<file path="src/rtl/brent_kung_adder_pipe.sv">
// brent_kung_adder_pipe
// Pipelined adder/subtractor that processes one CHUNK-bit slice per stage.
// Each stage runs a CHUNK-bit Brent-Kung prefix network on its slice and
// registers the carry for the next stage. Unprocessed operand slices travel
// forward with the beat, and finished result slices are carried along too.
// The whole pipe advances together, or stalls together, under one enable.
// WIDTH must be a multiple of CHUNK. CHUNK must be a power of two >= 2.
module brent_kung_adder_pipe #(
  parameter int WIDTH = 32,
  parameter int CHUNK = 8
) (
  input  logic             clk_i,
  input  logic             rst_ni,
  input  logic             valid_i,
  output logic             ready_o,
  input  logic [WIDTH-1:0] a_i,
  input  logic [WIDTH-1:0] b_i,
  input  logic             carry_i,
  input  logic             sub_i,
  output logic             valid_o,
  input  logic             ready_i,
  output logic [WIDTH-1:0] sum_o,
  output logic             carry_o,
  output logic             overflow_o
);

  localparam int STAGES = WIDTH / CHUNK;

  // Advance when the output slot is empty or is being drained this cycle.
  logic adv;
  assign adv     = ~valid_o | ready_i;
  assign ready_o = adv;

  // Brent-Kung slice adder. Result is {carry_out, sum}.
  // Carry-in is folded into generate bit 0 so the prefix tree yields every
  // carry directly. The up-sweep builds power-of-two spans, and the
  // down-sweep fills in the remaining positions.
  function automatic logic [CHUNK:0] bk_add(input logic [CHUNK-1:0] a,
                                            input logic [CHUNK-1:0] b,
                                            input logic             cin);
    logic [CHUNK-1:0] p;
    logic [CHUNK-1:0] gp;
    logic [CHUNK-1:0] pp;
    logic [CHUNK:0]   c;
    p     = a ^ b;
    gp    = a & b;
    gp[0] = gp[0] | (p[0] & cin);
    pp    = p;
    for (int d = 1; d < CHUNK; d = d * 2) begin
      for (int i = 2 * d - 1; i < CHUNK; i = i + 2 * d) begin
        gp[i] = gp[i] | (pp[i] & gp[i-d]);
        pp[i] = pp[i] & pp[i-d];
      end
    end
    for (int d = CHUNK / 4; d >= 1; d = d / 2) begin
      for (int i = 3 * d - 1; i < CHUNK; i = i + 2 * d) begin
        gp[i] = gp[i] | (pp[i] & gp[i-d]);
        pp[i] = pp[i] & pp[i-d];
      end
    end
    c[0]       = cin;
    c[CHUNK:1] = gp;
    return {c[CHUNK], p ^ c[CHUNK-1:0]};
  endfunction

  for (genvar k = 0; k < STAGES; k++) begin : g_stage
    // Operand bits still to be added by this stage and all later stages.
    localparam int IW = WIDTH - k * CHUNK;

    logic [IW-1:0]          a_s;
    logic [IW-1:0]          b_s;
    logic                   c_s;
    logic                   v_s;
    logic [CHUNK:0]         res;
    logic [(k+1)*CHUNK-1:0] sum_nx;
    logic [(k+1)*CHUNK-1:0] sum_q;
    logic                   carry_q;
    logic                   vld_q;

    if (k == 0) begin : g_head
      assign a_s    = a_i;
      assign b_s    = sub_i ? ~b_i : b_i;
      assign c_s    = sub_i | carry_i;
      assign v_s    = valid_i;
      assign sum_nx = res[CHUNK-1:0];
    end else begin : g_body
      assign a_s    = g_stage[k-1].g_fwd.a_q;
      assign b_s    = g_stage[k-1].g_fwd.b_q;
      assign c_s    = g_stage[k-1].carry_q;
      assign v_s    = g_stage[k-1].vld_q;
      assign sum_nx = {res[CHUNK-1:0], g_stage[k-1].sum_q};
    end

    assign res = bk_add(a_s[CHUNK-1:0], b_s[CHUNK-1:0], c_s);

    // Stage valid, accumulated result slices and slice carry-out.
    always_ff @(posedge clk_i or negedge rst_ni) begin
      if (!rst_ni) begin
        vld_q   <= 1'b0;
        carry_q <= 1'b0;
        sum_q   <= '0;
      end else if (adv) begin
        vld_q   <= v_s;
        carry_q <= res[CHUNK];
        sum_q   <= sum_nx;
      end
    end

    if (k < STAGES - 1) begin : g_fwd
      logic [IW-CHUNK-1:0] a_q;
      logic [IW-CHUNK-1:0] b_q;

      // Forward the operand slices not yet added.
      always_ff @(posedge clk_i or negedge rst_ni) begin
        if (!rst_ni) begin
          a_q <= '0;
          b_q <= '0;
        end else if (adv) begin
          a_q <= a_s[IW-1:CHUNK];
          b_q <= b_s[IW-1:CHUNK];
        end
      end
    end else begin : g_tail
      logic ovf_q;

      // Signed overflow: carry into the MSB (recovered as sum^a^b) xor carry out.
      always_ff @(posedge clk_i or negedge rst_ni) begin
        if (!rst_ni) begin
          ovf_q <= 1'b0;
        end else if (adv) begin
          ovf_q <= res[CHUNK] ^ (res[CHUNK-1] ^ a_s[CHUNK-1] ^ b_s[CHUNK-1]);
        end
      end
    end
  end

  assign valid_o    = g_stage[STAGES-1].vld_q;
  assign sum_o      = g_stage[STAGES-1].sum_q;
  assign carry_o    = g_stage[STAGES-1].carry_q;
  assign overflow_o = g_stage[STAGES-1].g_tail.ovf_q;

endmodule

</file>
<file path="config.mk">
export PLATFORM = sky130hd
export DESIGN_NAME = brent_kung_adder_pipe
export DESIGN_NICKNAME = d
export VERILOG_FILES = /design/src/rtl/brent_kung_adder_pipe.sv
export SDC_FILE = /design/constraint.sdc
export NUM_CORES = 1
export LEC_CHECK = 0
export ABC_CLOCK_PERIOD_IN_PS = 4100
export CORE_MARGIN = 1
export CORE_UTILIZATION = 58
export CTS_CLUSTER_DIAMETER = 40
export DETAILED_ROUTE_END_ITERATION = 6
export PLACE_DENSITY = 0.95
export SLEW_MARGIN = 10
export SYNTH_ARGS = -nofsm -noshare
export SYNTH_HDL_FRONTEND = slang
export SYNTH_SLANG_ARGS = --single-unit
</file>
<file path="constraint.sdc">
create_clock -name clk_i -period 4.1 [get_ports clk_i]
set_clock_uncertainty 0.1 [all_clocks]
set_input_delay 0.41 -clock clk_i [delete_from_list [all_inputs] [get_ports clk_i]]
set_output_delay 0.41 -clock clk_i [all_outputs]
set_load 0.03 [all_outputs]
</file>
Word-level counts from Yosys, hierarchy flattened

Index checks and enable logic that the tools add are counted.

Flip-flop bits (word level): 185
Input bits: 70
Output and inout bits: 36
Word-level logic and storage cells: 151

Muxes and demuxes: 1
Bitwise logic cells: 131

Operators by type and width:

| kind        | count |
|---|---|
| $and 1x1->1 | 64 |
| $xor 8x8->8 | 8 |
| $or 1x1->1  | 50 |
| $and 8x8->8 | 4 |
| $mux 32     | 1 |
| $not 32->32 | 1 |
| $xor 1x1->1 | 3 |
| $not 1->1   | 1 |

Depth between registers and ports, before layout

Gate-level depths: netlist of the first run.

Depth in word-level cells: 15
Mapped depth: 13
Gate-level depth less buffers: 13

Least setup slack after synthesis of the first run

OpenSTA, ideal clock, no wires.

Path type: input-to-reg
Start: input sub_i
End: register g_stage[0].sum_q[7]
Setup time: 77 ps
Arrival: 2791 ps
Required time: 3923 ps
Path slack: 1132 ps
Stages: 12
Path buffers: 2
Path through: buf_2 -> buf_4 -> xnor2_1 -> fa_1 -> fa_1 -> nor2b_1 -> o21ai_0 -> a21oi_1 -> nor3_1 -> fa_1 -> xor2_1 -> a21oi_1

Longest elaborated chain between the ends: 13
Elaborated cells on any way between the ends: 21
Classes of those cells: 1 x mux; 20 x bitwise

Ends and longest elaborated chain:

| what                 | RTL line | text |
|---|---|---|
| from (decl)          | 19       | `input logic sub_i,` |
| $mux 32              | 82       | `assign b_s = sub_i ? ~b_i : b_i;` |
| $xor 8x8->8          | 45       | `p = a ^ b;` |
| $and 1x1->1          | 47       | `gp[0] = gp[0] \| (p[0] & cin);` |
| $or 1x1->1           | 47       |  |
| $and 1x1->1          | 51       | `gp[i] = gp[i] \| (pp[i] & gp[i-d]);` |
| $or 1x1->1           | 51       |  |
| $and 1x1->1          | 51       |  |
| $or 1x1->1           | 51       |  |
| $and 1x1->1          | 57       | `gp[i] = gp[i] \| (pp[i] & gp[i-d]);` |
| $or 1x1->1           | 57       |  |
| $and 1x1->1          | 57       |  |
| $or 1x1->1           | 57       |  |
| $xor 8x8->8 (*)      | 63       | `return {c[CHUNK], p ^ c[CHUNK-1:0]};` |
| to (signal assigned) | 105      | `sum_q <= sum_nx;` |
| to (decl)            | 76       | `logic [(k+1)*CHUNK-1:0] sum_q;` |

Every way passes the cells marked *; elsewhere a longest branch is shown, timed or not.
A chain may end at the register's enable or synchronous reset.

Final worst setup path of the first run

Start: input a_i[0]
End: register g_stage[0].sum_q[7]

Longest elaborated chain between the ends: 12
Elaborated cells on any way between the ends: 13
Classes of those cells: 13 x bitwise

Ends and longest elaborated chain:

| what            | RTL line | text |
|---|---|---|
| from (decl)     | 16       | `input logic [WIDTH-1:0] a_i,` |
| $xor 8x8->8     | 45       |  |
| $and 1x1->1     | 47       |  |
| $or 1x1->1 (*)  | 47       |  |
| $and 1x1->1 (*) | 51       |  |
| $or 1x1->1 (*)  | 51       |  |
| $and 1x1->1 (*) | 51       |  |
| $or 1x1->1 (*)  | 51       |  |
| $and 1x1->1 (*) | 57       |  |
| $or 1x1->1 (*)  | 57       |  |
| $and 1x1->1 (*) | 57       |  |
| $or 1x1->1 (*)  | 57       |  |
| $xor 8x8->8 (*) | 63       |  |

Marks and branches as above.

==> results.json, run 1 <==
{
  "globalplace.congestion": 0.855,
  "combPwrFrac_pct": 42.9,
  "rsz0062_at_grt": "no",
  "synth_top_area_share_pct": 54.7,
  "tritoncts": "done",
  "grt_antenna_before_repair": 0,
  "viasPerCell": 5.43,
  "switchingPower_w": 0.00297,
  "clock_latency_ns": 0.43,
  "swShare_pct": 35.5,
  "place_hpwl_mm": 11.7,
  "cts-root-buf": "clkbuf_16",
  "synth_fp_nets": 723,
  "synthXorXnorAreaFrac_pct": 4.87,
  "die_h_um": 123,
  "synth_area_leaders": "dfrtp_1 55%, mux2_4 11%, mux2_2 8.8%",
  "synth_compound_area_share_pct": 4.79,
  "utilization_pct": 72.2,
  "clock-sinks": 185,
  "yosys_warnings": 0,
  "hold_violations": 0,
  "cts_buffer_depth": 2,
  "ant_nets": 0,
  "grt_max_degree": 111,
  "avgSynthCellArea_um2": 13.9,
  "layout.nets": 824,
  "layout_common_cells": "185 x dfrtp_1, 103 x clkdlybuf4s50_1, 66 x mux2_2",
  "cts_resized": 0,
  "final_layout_size_suffix_gt1_share_pct": 23.5,
  "fin_crit_ns": 3.01,
  "setup_viol": 0,
  "worstSetupPathType": "in -> reg",
  "finish.instance_area_um2": 10100,
  "yosysUniqueCellTypes": 27,
  "slew_viol_final": 0,
  "worst_pin_slew_ns": 0.780,
  "grt_pass1_vias": 5341,
  "grt_first_pass_wirelength_mm": 27.6,
  "cts_buffers": 17,
  "hold_class": "reg -> reg",
  "vdd_drop_max_mv": 0.524,
  "cp-end-kind": "flip-flop",
  "register_area_um2": 4630,
  "worst_setup_path_start_kind": "primary input",
  "drt_pass1_iterations": 4,
  "syn_area_um2": 8460,
  "routed-via-count": 4899,
  "drc_errors": 0,
  "gr-usage-all-layers_pct": 24.7,
  "start_util_pct": 60.2,
  "arrival_ns": 3.25,
  "crit_fanout": 2,
  "ios": 106,
  "multiInputGateArea_um2": 3510,
  "wirelength_mm": 16.8,
  "detail_route.iter0.violations": 301,
  "p_leak_nw": 4.52,
  "placed_cells": 870,
  "cts.clk_slew.worst_paths_ns": 0.06,
  "p_int_w": 0.00540,
  "max_freq_mhz": 332,
  "wl_per_cell_um": 18.6,
  "h-tree-depth": 4,
  "synth_cells": 609,
  "relSlewSlack_pct": 48.0,
  "cap_violations": 0,
  "critical_path_required_ns": 4.34,
  "r2r_setup_slack_ns": 1.19,
  "area_growth_pct": 19.9,
  "grt_overflow_total": 0,
  "synthAdderAreaFrac_pct": 8.29,
  "placementRows": 43,
  "die-area_um2": 15100,
  "synth_simple_gate_area_share_pct": 3.64,
  "post-route-period-util_pct": 73.5,
  "finalNonFillerCells": 903,
  "placed_cell_area_um2": 9570,
  "yosysTopAreaCell": "dfrtp_1",
  "n_fill_cell": 860,
  "core_um2": 14000,
  "whs_ns": 0.385,
  "die_w_um": 123,
  "cellPowerDensity_nw_per_um2": 826,
  "clockPowerShare_pct": 18.8,
  "pwr-share-seq_pct": 38.3,
  "final_common_cell": "dfrtp_1",
  "io_buffers": 105,
  "outcome": "completed",
  "synth_top_family_by_area": "multiplexers",
  "diodes": 0,
  "synth_mux_area_share_pct": 19.8,
  "ys_seq_elements": 185,
  "seq_area_frac_synth_pct": 54.7,
  "fin_tns_setup_ns": 0
}
what timing repair did:
| item | in CTS | in global routing |
|---|---|---|
| setup buffers | 0 | 0 |
| endpoints found under the hold margin | 39 | 0 |
| hold buffers | 1 | 0 |
Yosys cell counts, drive strengths merged:
master    n
and2      4
clkbuf    1
dfrtp   185
o211ai    2
ha       24
nand2b    2
xnor2    34
nand3     2
or2       2
mux2    128
nand2    13
inv      24
buf      30
nor2     50
a31oi     3
xor2     13
o311ai    1
nor3      1
a21o      4
a21oi    53
nor2b     1
a22o      2
fa       20
o21ai    10
cell families (layout without fill, tap and decap cells):
logic type | count (synthesis) | in the layout
xor+xnor | 47 | 47
fa+ha+maj | 44 | 44
compound gates | 75 | 75
mux | 128 | 128
flops | 185 | 185
simple gates | 75 | 75
buf+inv | 55 | 169
path summary, 6_finish.rpt:
kind | startpoint | end | depth (start not counted)
setup / recovery | a_i[0] | g_stage[0].sum_q[7]$_DFFE_PN0P_ | 11
hold / removal | g_stage[2].vld_q$_DFFE_PN0P_ | valid_o$_DFFE_PN0P_ | 1
setup reg to reg | g_stage[0].carry_q$_DFFE_PN0P_ | g_stage[1].sum_q[15]$_DFFE_PN0P_ | 11
hold reg to reg | g_stage[2].vld_q$_DFFE_PN0P_ | valid_o$_DFFE_PN0P_ | 1
max in group asynchronous | rst_ni | g_stage[2].sum_q[21]$_DFFE_PN0P_ | 3
min in group asynchronous | rst_ni | sum_o[21]$_DFFE_PN0P_ | 2
worst max-delay path: stages:
cell and delay (ns):
clkdlybuf4s50_1 0.47, inv_1 0.06, fa_1 0.45, fa_1 0.48
nor2b_1 0.14, o21ai_0 0.12, a21oi_1 0.23, nor3_1 0.10
fa_1 0.42, xor2_1 0.16, a21oi_1 0.20
registers in the layout (all words and copies together) (netlist names):
register and flops:
g_stage.g_fwd.b_q 48, sum_o 32, g_stage.sum_q 48, g_stage.g_fwd.a_q 48
carry_o 1, overflow_o 1, valid_o 1, g_stage.carry_q 3
g_stage.vld_q 3
per-layer routing:
layer	vias to the layer above	track usage, %	part of all wire, %	wire, um
met2	108	41.0	51	8560
met4	0	9.22	2.7	448
met5	-	0	0	0
li1	2259	-	-	-
met1	2494	31.3	43	7120
met3	38	6.13	3.7	623
area by class of cell:
cell class              instances  share of cell area (%)
clock buffers                  18                    4.33
flip-flops and latches        185                    45.7
repair buffers                113                    11.1
inverters                      24                   0.888
multi-input cells             369                    34.6
well taps                     180                    2.22
clock inverters                14                    1.22
power by group through the flow:
| stage | clock [W] | combinational, W | sequential, W |
|---|---|---|---|
| after floorplan | 0 | 0.00227 | 0.00340 |
| after global placement | 0 | 0.00331 | 0.00316 |
| after detailed placement | 0 | 0.00355 | 0.00323 |
| after CTS | 0.00160 | 0.00362 | 0.00321 |
| after global routing | 0.00167 | 0.00389 | 0.00331 |
| final | 0.00157 | 0.00359 | 0.00321 |
metrics by stage:
stage	setup WS, ns	power (W)
2_1_floorplan	1.13	0.00566
3_3_place_gp	0.912	0.00647
3_5_place_dp	0.815	0.00679
4_1_cts	1.13	0.00843
5_1_grt	1.01	0.00887
6_report	1.09	0.00837
No activity file was read; power rests on OpenSTA's default activity.
==> run 2, diff against run 1 <==
--- a/config.mk
+++ b/config.mk
@@ -5,12 +5,12 @@
 export SDC_FILE = /design/constraint.sdc
 export NUM_CORES = 1
 export LEC_CHECK = 0
-export ABC_CLOCK_PERIOD_IN_PS = 4100
+export ABC_CLOCK_PERIOD_IN_PS = 2700
 export CORE_MARGIN = 1
-export CORE_UTILIZATION = 58
+export CORE_UTILIZATION = 50
 export CTS_CLUSTER_DIAMETER = 40
 export DETAILED_ROUTE_END_ITERATION = 6
-export PLACE_DENSITY = 0.95
+export PLACE_DENSITY = 0.88
 export SLEW_MARGIN = 10
 export SYNTH_ARGS = -nofsm -noshare
 export SYNTH_HDL_FRONTEND = slang
==> constraint.sdc (replaced) <==
create_clock -name clk_i -period 2.7 [get_ports clk_i]
set_clock_uncertainty 0.1 [all_clocks]
set_input_delay 0.27 -clock clk_i [delete_from_list [all_inputs] [get_ports clk_i]]
set_output_delay 0.27 -clock clk_i [all_outputs]
set_load 0.03 [all_outputs]
==> run 2 against run 1 <==
Die area increased by 16%. Non-clock buffer count increased by 10. Clock-buffer cell count unchanged. Sequential power increased by 50%. Final area increased by 2.5%. Power increased by 53%. Via count decreased by 3.0%. Critical path type is now reg -> reg. Largest cell class unchanged. Largest power group unchanged.
==> results.json, run 2 (synthesis results as in run 1) <==
{
  "ios": 106,
  "hold_class": "in -> async",
  "cts.clk_slew.worst_paths_ns": 0.07,
  "layout_common_cells": "185 x dfrtp_1, 102 x clkdlybuf4s50_1, 65 x mux2_2",
  "globalplace.congestion": 0.767,
  "placementRows": 47,
  "die_h_um": 132,
  "area_growth_pct": 22.9,
  "r2r_start": "g_stage[1].carry_q$_DFFE_PN0P_",
  "utilization_pct": 62.9,
  "core_um2": 16500,
  "p_int_w": 0.00841,
  "arrival_ns": 2.90,
  "r2r_setup_slack_ns": 0.02,
  "critical_path_required_ns": 2.92,
  "vdd_drop_max_mv": 0.638,
  "cap_violations": 0,
  "grt_pass1_vias": 4965,
  "wirelength_mm": 15.0,
  "combPwrFrac_pct": 43.0,
  "preCtsSetupSlack_ns": -0.352,
  "relSlewSlack_pct": 58.2,
  "use_met1_pct": 23.5,
  "cellPowerDensity_nw_per_um2": 1230,
  "fin_crit_ns": 2.68,
  "placed_cells": 917,
  "wl_per_cell_um": 15.7,
  "pwr-share-seq_pct": 37.7,
  "grt_antenna_before_repair": 0,
  "grt_first_pass_wirelength_mm": 25.1,
  "io_buffers": 105,
  "swShare_pct": 34.2,
  "rsz0062_at_grt": "yes",
  "diodes": 0,
  "place_hpwl_mm": 10.1,
  "start_util_pct": 51.2,
  "tritoncts": "done",
  "die_w_um": 132,
  "final_layout_size_suffix_gt1_share_pct": 27.4,
  "finalNonFillerCells": 953,
  "clockPowerShare_pct": 19.4,
  "die-area_um2": 17400,
  "post-route-period-util_pct": 99.1,
  "fin_tns_setup_ns": 0,
  "worst_pin_slew_ns": 0.628,
  "use_met3_pct": 3.54,
  "layout.nets": 834,
  "final_common_cell": "dfrtp_1",
  "crit_fanout": 2,
  "routed-via-count": 4753,
  "drc_errors": 0,
  "h-tree-depth": 4,
  "slew_viol_final": 0,
  "top_usage_layer": "met2",
  "grt_overflow_total": 0,
  "hold_violations": 0,
  "setup_viol": 0,
  "clock-sinks": 185,
  "cts-root-buf": "clkbuf_16",
  "fin_ws_ns": 0.0238,
  "switchingPower_w": 0.00438,
  "viasPerCell": 4.99,
  "reg_top3": "g_stage.g_fwd.a_q x48, g_stage.g_fwd.b_q x48, g_stage.sum_q x48",
  "worst_setup_path_start_kind": "flip-flop",
  "grt_max_degree": 68,
  "outcome": "completed",
  "clock_latency_ns": 0.43,
  "drt_pass1_iterations": 5,
  "detail_route.iter0.violations": 271,
  "r2r-end": "g_stage[2].sum_q[22]$_DFFE_PN0P_",
  "max_freq_mhz": 374,
  "cts_buffers": 17,
  "cts_buffer_depth": 2,
  "n_fill_cell": 1215,
  "ant_nets": 0,
  "rr_worst_depth": 10,
  "worstSetupPathType": "reg -> reg",
  "cp-end-kind": "flip-flop",
  "grt_use_met2_pct": 31.2,
  "gr-usage-all-layers_pct": 18.6,
  "p_leak_nw": 4.60
}
-- run 2: power groups by stage --
stage / sequential [W] / combinational, W / clock, W
after floorplan: 0.00516 / 0.00344 / 0
after global placement: 0.00479 / 0.00514 / 0
after detailed placement: 0.00486 / 0.00534 / 0
after CTS: 0.00483 / 0.00546 / 0.00253
after global routing: 0.00498 / 0.00598 / 0.00263
final: 0.00482 / 0.00549 / 0.00248
-- run 2: layer usage --
layer	wire (um)	part of all wire [%]	up-vias
met5	0	0	-
met4	314	2.1	0
met3	443	3.0	22
met2	7580	51	71
met1	6640	44	2395
li1	-	-	2265
-- run 2: repair_timing --
| action | CTS | global route |
|---|---|---|
| hold buffers | 1 | 0 |
| pin swaps | 1 | 5 |
| hold endpoints to repair | 65 | 0 |
| endpoints found under the setup margin | 4 | 5 |
| resized for setup | 6 | 13 |
| buffers inserted | 1 | 2 |
-- run 2: cell type report --
class	instances	area [um2]	area share, %
Sequential cell	185	4630	44.5
Multi-Input combinational cell	369	3550	34.1
Timing Repair Buffer	123	1260	12.1
Clock buffer	18	439	4.22
Tap cell	220	275	2.65
Clock inverter	14	155	1.49
Inverter	24	90.1	0.867
-- run 2: critical path: stages, from the launching register on --
cell,delay (ns)
dfrtp_1,0.39
inv_2,0.07
fa_1,0.18
inv_2,0.04
fa_2,0.34
a21o_1,0.16
a21o_1,0.19
a22o_1,0.20
or2_1,0.23
fa_2,0.41
mux2_4,0.27
-- run 2: how the worst max path moves through the flow --
stage / to / slack, ns / depth (start not counted) / startpoint
after detailed placement: g_stage[0].sum_q[7]$_DFFE_PN0P_ / -0.35 / 11 / b_i[0]
after CTS: g_stage[2].sum_q[22]$_DFFE_PN0P_ / -0.03 / 10 / g_stage[1].carry_q$_DFFE_PN0P_
after global placement: g_stage[0].sum_q[7]$_DFFE_PN0P_ / -0.17 / 11 / b_i[0]
final: g_stage[2].sum_q[22]$_DFFE_PN0P_ / 0.02 / 10 / g_stage[1].carry_q$_DFFE_PN0P_
after floorplan: g_stage[0].sum_q[7]$_DFFE_PN0P_ / 0.03 / 12 / sub_i
after global routing: g_stage[2].sum_q[22]$_DFFE_PN0P_ / -0.07 / 10 / g_stage[1].carry_q$_DFFE_PN0P_
-- run 2: stage by stage --
| stage | power, W | hold WS, ns | area, um2 |
|---|---|---|---|
| after floorplan | 0.00860 | -0.126 | 8470 |
| after global placement | 0.00992 | 0.215 | 9730 |
| after CTS | 0.0128 | 0.321 | 10400 |
| final | 0.0128 | 0.309 | 10400 |
| after detailed placement | 0.0102 | 0.215 | 9730 |
| after global routing | 0.0136 | 0.338 | 10400 |
